### config.mk
export PLATFORM = sky130hd
export DESIGN_NAME = reg_write_arbiter
export DESIGN_NICKNAME = d
export VERILOG_FILES = /design/src/rtl/reg_write_arbiter.sv
export SDC_FILE = /design/constraint.sdc
export NUM_CORES = 1
export LEC_CHECK = 0
export CELL_PAD_IN_SITES_DETAIL_PLACEMENT = 1
export CELL_PAD_IN_SITES_GLOBAL_PLACEMENT = 2
export CORE_ASPECT_RATIO = 0.75
export CORE_MARGIN = 2
export CORE_UTILIZATION = 35
export CTS_CLUSTER_SIZE = 30
export DETAILED_ROUTE_END_ITERATION = 8
export DONT_BUFFER_PORTS = 1
export PLACE_DENSITY = 0.86
export SYNTH_ARGS = -nofsm -noshare
export SYNTH_HDL_FRONTEND = slang
export SYNTH_SLANG_ARGS = --single-unit
export TNS_END_PERCENT = 20
### constraint.sdc
create_clock -name clock -period 2.2 [get_ports clock]
set_clock_uncertainty 0.05 [all_clocks]
set_input_delay 0.11 -clock clock [delete_from_list [all_inputs] [get_ports clock]]
set_output_delay 0.11 -clock clock [all_outputs]
set_load 0.005 [all_outputs]
### src/rtl/reg_write_arbiter.sv
// Round-robin arbiter sharing one enable/clear data register among NREQ requesters.
// A global clear request takes priority over pending writes; all outputs are registered.
module reg_write_arbiter #(
   parameter int WIDTH = 8,
   parameter int NREQ  = 4,
   parameter int IDW   = $clog2(NREQ)
) (
   input  logic                  clock,
   input  logic                  reset,
   input  logic [NREQ-1:0]       req,
   input  logic [NREQ*WIDTH-1:0] req_data,
   input  logic                  clr_req,
   output logic [NREQ-1:0]       ack,
   output logic                  clr_ack,
   output logic [IDW-1:0]        grant_id,
   output logic                  busy,
   output logic                  reg_enable,
   output logic                  reg_clear,
   output logic [WIDTH-1:0]      reg_d
);

   typedef enum logic [1:0] {IDLE, GNT, ACK, CLR} state_t;

   state_t           state, state_n;
   logic [IDW-1:0]   ptr, ptr_n, gid_n, winner;
   logic [WIDTH-1:0] d_n;
   logic [NREQ-1:0]  ack_n;
   logic             clr_ack_n, en_n, clr_n;

   // Scan from the far end toward ptr+1 so the closest requester overwrites the rest.
   always_comb begin
      int idx;
      winner = '0;
      idx    = 0;
      for (int k = NREQ; k >= 1; k--) begin
         idx = int'(ptr) + k;
         if (idx >= NREQ) idx = idx - NREQ;
         if (req[idx]) winner = idx[IDW-1:0];
      end
   end

   always_comb begin
      state_n   = state;
      ptr_n     = ptr;
      gid_n     = grant_id;
      d_n       = reg_d;
      ack_n     = '0;
      clr_ack_n = 1'b0;
      en_n      = 1'b0;
      clr_n     = 1'b0;
      case (state)
         IDLE: begin
            if (clr_req) begin
               state_n   = CLR;
               clr_n     = 1'b1;
               clr_ack_n = 1'b1;
            end else if (|req) begin
               state_n = GNT;
               gid_n   = winner;
               d_n     = req_data[winner*WIDTH +: WIDTH];
               en_n    = 1'b1;
            end
         end
         GNT: begin
            state_n         = ACK;
            ack_n[grant_id] = 1'b1;
         end
         ACK: begin
            state_n = IDLE;
            ptr_n   = grant_id;
         end
         CLR:     state_n = IDLE;
         default: state_n = IDLE;
      endcase
   end

   always_ff @(posedge clock or negedge reset) begin
      if (!reset) begin
         state      <= IDLE;
         ptr        <= IDW'(NREQ - 1);
         grant_id   <= '0;
         reg_d      <= '0;
         ack        <= '0;
         clr_ack    <= 1'b0;
         busy       <= 1'b0;
         reg_enable <= 1'b0;
         reg_clear  <= 1'b0;
      end else begin
         state      <= state_n;
         ptr        <= ptr_n;
         grant_id   <= gid_n;
         reg_d      <= d_n;
         ack        <= ack_n;
         clr_ack    <= clr_ack_n;
         busy       <= (state_n != IDLE);
         reg_enable <= en_n;
         reg_clear  <= clr_n;
      end
   end

endmodule

Word-level counts from Yosys, hierarchy flattened --
Cells that the tools add are included.
Word-level totals: flip-flop bits (word level) 21, input port bits 39, output and inout port bits 18, logic and storage cells 68
Operators by class: add/sub/neg operators 8, $lt $le $gt $ge 10, eq/ne operators 3, shifts and indexed selects 1, muxes and demuxes 31, bitwise operators 1, reductions and logical operators 6
Operators by type and width (count):
- $lt 32x4->1 const B | 4
- $mux 32 | 4
- $shiftx 32x6->8 | 1
- $mux 1 | 14
- $mux 2 | 6
- $sub 3x3->4 const B | 3
- $ge 3x3->1 const B | 3
- $bmux 1 s2 | 4
- $add 2x2->3 const B | 2
- $pmux 2 s3 | 1
- $sub 4x3->5 const B | 1
- $add 2x3->4 const B | 1
- $eq 2x2->1 const B | 2
- $ge 4x3->1 const B | 1
- $mux 4 | 1
- $reduce_or 4->1 | 1
- $add 2x1->3 const B | 1
- $lt 2x3->1 const B | 1
- $reduce_and 3->1 | 1
- $demux 1 s2 | 1
- $eq 2x1->1 const B | 1
- $ge 2x1->1 const B | 1
- $logic_not 2->1 | 1
- $reduce_bool 2->1 | 1
- other kinds (3) | 3

Logic depth before layout (Yosys ltp) --
depth after elaboration 11, depth in mapped cells 7, depth with buffers taken out 6

Worst setup path before layout --
Ideal clock, no wire load.
path kind register -> register, from register ptr[0], to register reg_d[0], setup time 135 ps, data arrival time 1460 ps, required time 2015 ps, path slack 555 ps, cell stages (with the launch flop) 8, path buffers 2, period minus slack after synthesis 1645 ps, cells stage by stage dfstp_2 nor2b_4 o21a_1 buf_6 nor3_4 buf_6 mux2i_1 o211ai_1
On the way: cells in the longest elaborated chain, start to end 11, elaborated cells between the ends (all ways) 33, classes of those cells add/sub (8); order compare (4); shift (1); mux (20)
Ends and longest elaborated chain:
- from (decl) | line 25 | logic [IDW-1:0] ptr, ptr_n, gid_n, winner;
- from (signal assigned) | line 80 | ptr <= IDW'(NREQ - 1);
- from (signal assigned) | line 90 | ptr <= ptr_n;
- $add 2x3->4 | line 36 | idx = int'(ptr) + k;
- $sub 4x3->5 or $ge 4x3->1 (tied branches) | line 37 | if (idx >= NREQ) idx = idx - NREQ;
- $mux 32 | line 37
- $bmux 1 s2 | line 38 | if (req[idx]) winner = idx[IDW-1:0];
- $mux 1 (not written as such) (2 in series) | line 38
- $mux 2 (3 in series) | line 38
- $mux 2 (*) | line 38
- $shiftx 32x6->8 (*) | line 60 | d_n = req_data[winner*WIDTH +: WIDTH];
- to (signal assigned) | line 92 | reg_d <= d_n;
- to (decl) | line 19 | output logic [WIDTH-1:0] reg_d
Every way passes the cells marked *; elsewhere a longest branch is shown, timed or not. The select of a mux whose other input is x is not followed. A chain may end at the register's enable or synchronous reset.

Worst setup path after layout --
from register ptr[0], to register reg_d[4]
Same word-level chain as after synthesis.

==> run summary <==
Status -> finished clean
Die Wd -> 71.12 um
Power Density -> 1273 nW/um2
Reg2Reg Depth -> 6
Achievable Freq -> 0.5246 GHz
DR vias -> 977
Vias in the first global route -> 1,012
Crit Path Class -> register to register
Average wire per standard cell -> 21.56 um
Syn Area/Cell -> 10.46 um2
FF-to-FF End -> reg_d[4]$_DFFE_PN0P_
Initial antenna violation count -> 0
P_leak -> 0.5366 nW
First drt pass iteration count -> 4
Post-route clock period utilization -> 86.65%
DR iter-0 viols -> 65
Final Util -> 39.43%
First-pass GRT wire length -> 5409 um
Proportion of synthesized chip area in sequential cells -> 44.66%
Pins Over Slew Limit -> 0
Worst Max-Slew Pin Slew -> 0.9794 ns
DP HPWL -> 2537 um
Filler Cells Inserted -> 360
Diode count -> 0
Worst-Skew Late Latency -> 0.26 ns
Max-cap violation count -> 0
Row cnt -> 18
CTS tree -> built
Setup violators final -> 0
R2r startpoint -> ptr[0]$_DFFE_PN1N_
Grt total ovfl -> 0
WL final -> 3385 um
Worst EP required -> 2.28 ns
Worst-path clk slew -> 0.08 ns
Ports -> 57
Mapped Cells -> 113
Die H -> 54.34 um
Resized cells post-CTS -> 0
Initial Util -> 36.21%
Synth area leader -> dfrtp_1
Number of flops mapped to enable cells by yosys -> 0
Remaining antenna violation count -> 0
Area fraction of the dominant cell type after synthesis -> 40.21%
Synth Cell Area -> 1182 um2
Synth cell types -> 30
Seq. cell area -> 528.0 um2
Critical path arrival -> 1.99 ns
CP Launch Type -> register
Area of the multi-input gates -> 598.1 um2
Aggregate global-route resource usage -> 18.82%
Top post-synthesis cells by area -> dfrtp_1, mux2i_1, a211o_1
Hold EP -> reg_d[3]$_DFFE_PN0P_
Post-route DRC -> 0
Critical path peak fanout -> 9
Share of cells above drive strength 1 -> 11.97%
Post-synth ARST share -> 100.0%
Yosys reg bits -> 21
Post-CTS Setup Bufs -> 0
Final Hold Fails -> 0
P&R area growth vs syn -> 8.888%
Hold_sp -> req_data[27]
CTS sink cnt -> 21
Htree depth -> 1
Setup crit end kind -> register
Hold path cells -> 2
Setup TNS -> 0 ns
Rel. slew slack -> 34.49%
Cts bufs inserted -> 3
Yosys warns -> 0
RSZ-0062 raised after global routing -> false
Core ar. -> 3266 um2
Max clock buf depth -> 2
Largest net degree at the start of global routing -> 22
Fin crit period -> 1.906 ns
Tightest Hold Check Type -> primary input to register
CTS Hold Bufs -> 4
Syn nets -> 152
R2R setup slack -> 0.29 ns
Layout Nets -> 157
Top FF cell, synth -> dfrtp_1
Max IR drop VDD -> 0.3818 mV
I/O Buffers -> 0
Vias per cell -> 6.223
RD Place Congestion -> 0.8116
Die area -> 3864 um2
Root buf cell -> clkbuf_8
==> worst max-delay path by stage <==
stage                                  start                   end  slack [ns]
after floorplan           ptr[0]$_DFFE_PN1N_  reg_d[0]$_DFFE_PN0P_        0.55
after global placement    ptr[0]$_DFFE_PN1N_  reg_d[7]$_DFFE_PN0P_        0.34
after detailed placement  ptr[0]$_DFFE_PN1N_  reg_d[6]$_DFFE_PN0P_        0.30
after CTS                 ptr[0]$_DFFE_PN1N_  reg_d[6]$_DFFE_PN0P_        0.27
after global routing                  req[2]  reg_d[5]$_DFFE_PN0P_        0.09
final                     ptr[0]$_DFFE_PN1N_  reg_d[4]$_DFFE_PN0P_        0.29
==> cells in the final DEF, fill, tap and decap left out, types with 2 or more instances in the layout <==
cell type	synthesis	layout
nand2b_1	3	3
dfstp_2	2	2
o21a_1	2	2
o211ai_1	8	8
dlygate4sd3_1	0	4
nor2_1	6	6
nor2b_1	2	2
nor4bb_1	2	2
a21oi_2	2	2
o21ai_1	3	3
nand2_1	12	12
buf_4	3	3
a211o_1	8	8
clkbuf_8	0	3
dfrtp_1	19	19
o31ai_1	8	8
mux2i_1	8	8
nand4_1	8	8
mux2_2	2	2
==> logic make-up (layout without fill, tap and decap cells) <==
logic type             after synthesis  after routing  synth area share [%]
flip-flops                          21             21                 44.66
AO/OA/AOI/OAI                       35             35                 22.43
AND/OR/NAND/NOR                     39             39                 19.47
multiplexers                        10             10                 8.677
buffers and inverters                8             12                 4.762
==> critical path: stages (launching register included) <==
cell and delay [ns]:
dfstp_2 0.58, nor2b_4 0.05, o21a_1 0.32, nor3_4 0.20, buf_4 0.22, mux2i_1 0.24
o211ai_1 0.11
==> cell type report <==
cell class	count	share of cell area (%)
clock buffers	4	3.499
inverters	1	0.2915
repair buffers	7	4.859
multi-input cells	84	46.45
flip-flops and latches	21	41.01
well taps	40	3.887
==> through the flow <==
stage | std cells | hold slack [ns] | area (um2) | power (mW) | setup WS, ns
after floorplan | 113 | -0.2356 | 1182 | 1.217 | 0.5548
after global placement | 149 | -0.2348 | 1202 | 1.322 | 0.3392
after detailed placement | 149 | -0.2352 | 1202 | 1.367 | 0.2982
after CTS | 157 | 0.02863 | 1287 | 1.647 | 0.2692
after global routing | 157 | 0.03836 | 1287 | 1.770 | 0.08526
final | 157 | 0.02673 | 1287 | 1.638 | 0.2937
==> per-layer routing <==
layer / share of wire (%) / global-route usage (%) / wire length, um
met5: 0 / 0 / 0
met1: 49 / 27.20 / 1657
met4: 0.83 / 4.717 / 28
met2: 44 / 27.73 / 1476
met3: 6.6 / 5.525 / 223
==> state kept, by name (all words and copies together), names as in the netlist <==
signal,flops
ack,4
busy,1
grant_id,2
ptr,2
reg_clear,1
reg_d,8
reg_enable,1
state,2
==> Yosys cell counts (all sizes together) (2+ instances only) <==
cell type and instances:
mux2i 8, o31ai 8, buf 5, dfstp 2
nand4 8, o211ai 8, nand2 12, nor2 6
o21a 2, nor2b 3, a21oi 2, nor4bb 2
a211o 8, mux2 2, nand2b 3, dfrtp 19
clkbuf 2, o21ai 4
==> power by group <==
group	leakage [nW]	internal, mW	switching [mW]	total (mW)
combinational	0.251	0.290	0.349	0.639
sequential	0.263	0.561	0.184	0.745
clock	0.0228	0.129	0.125	0.254
(Power assumes the default switching activity.)
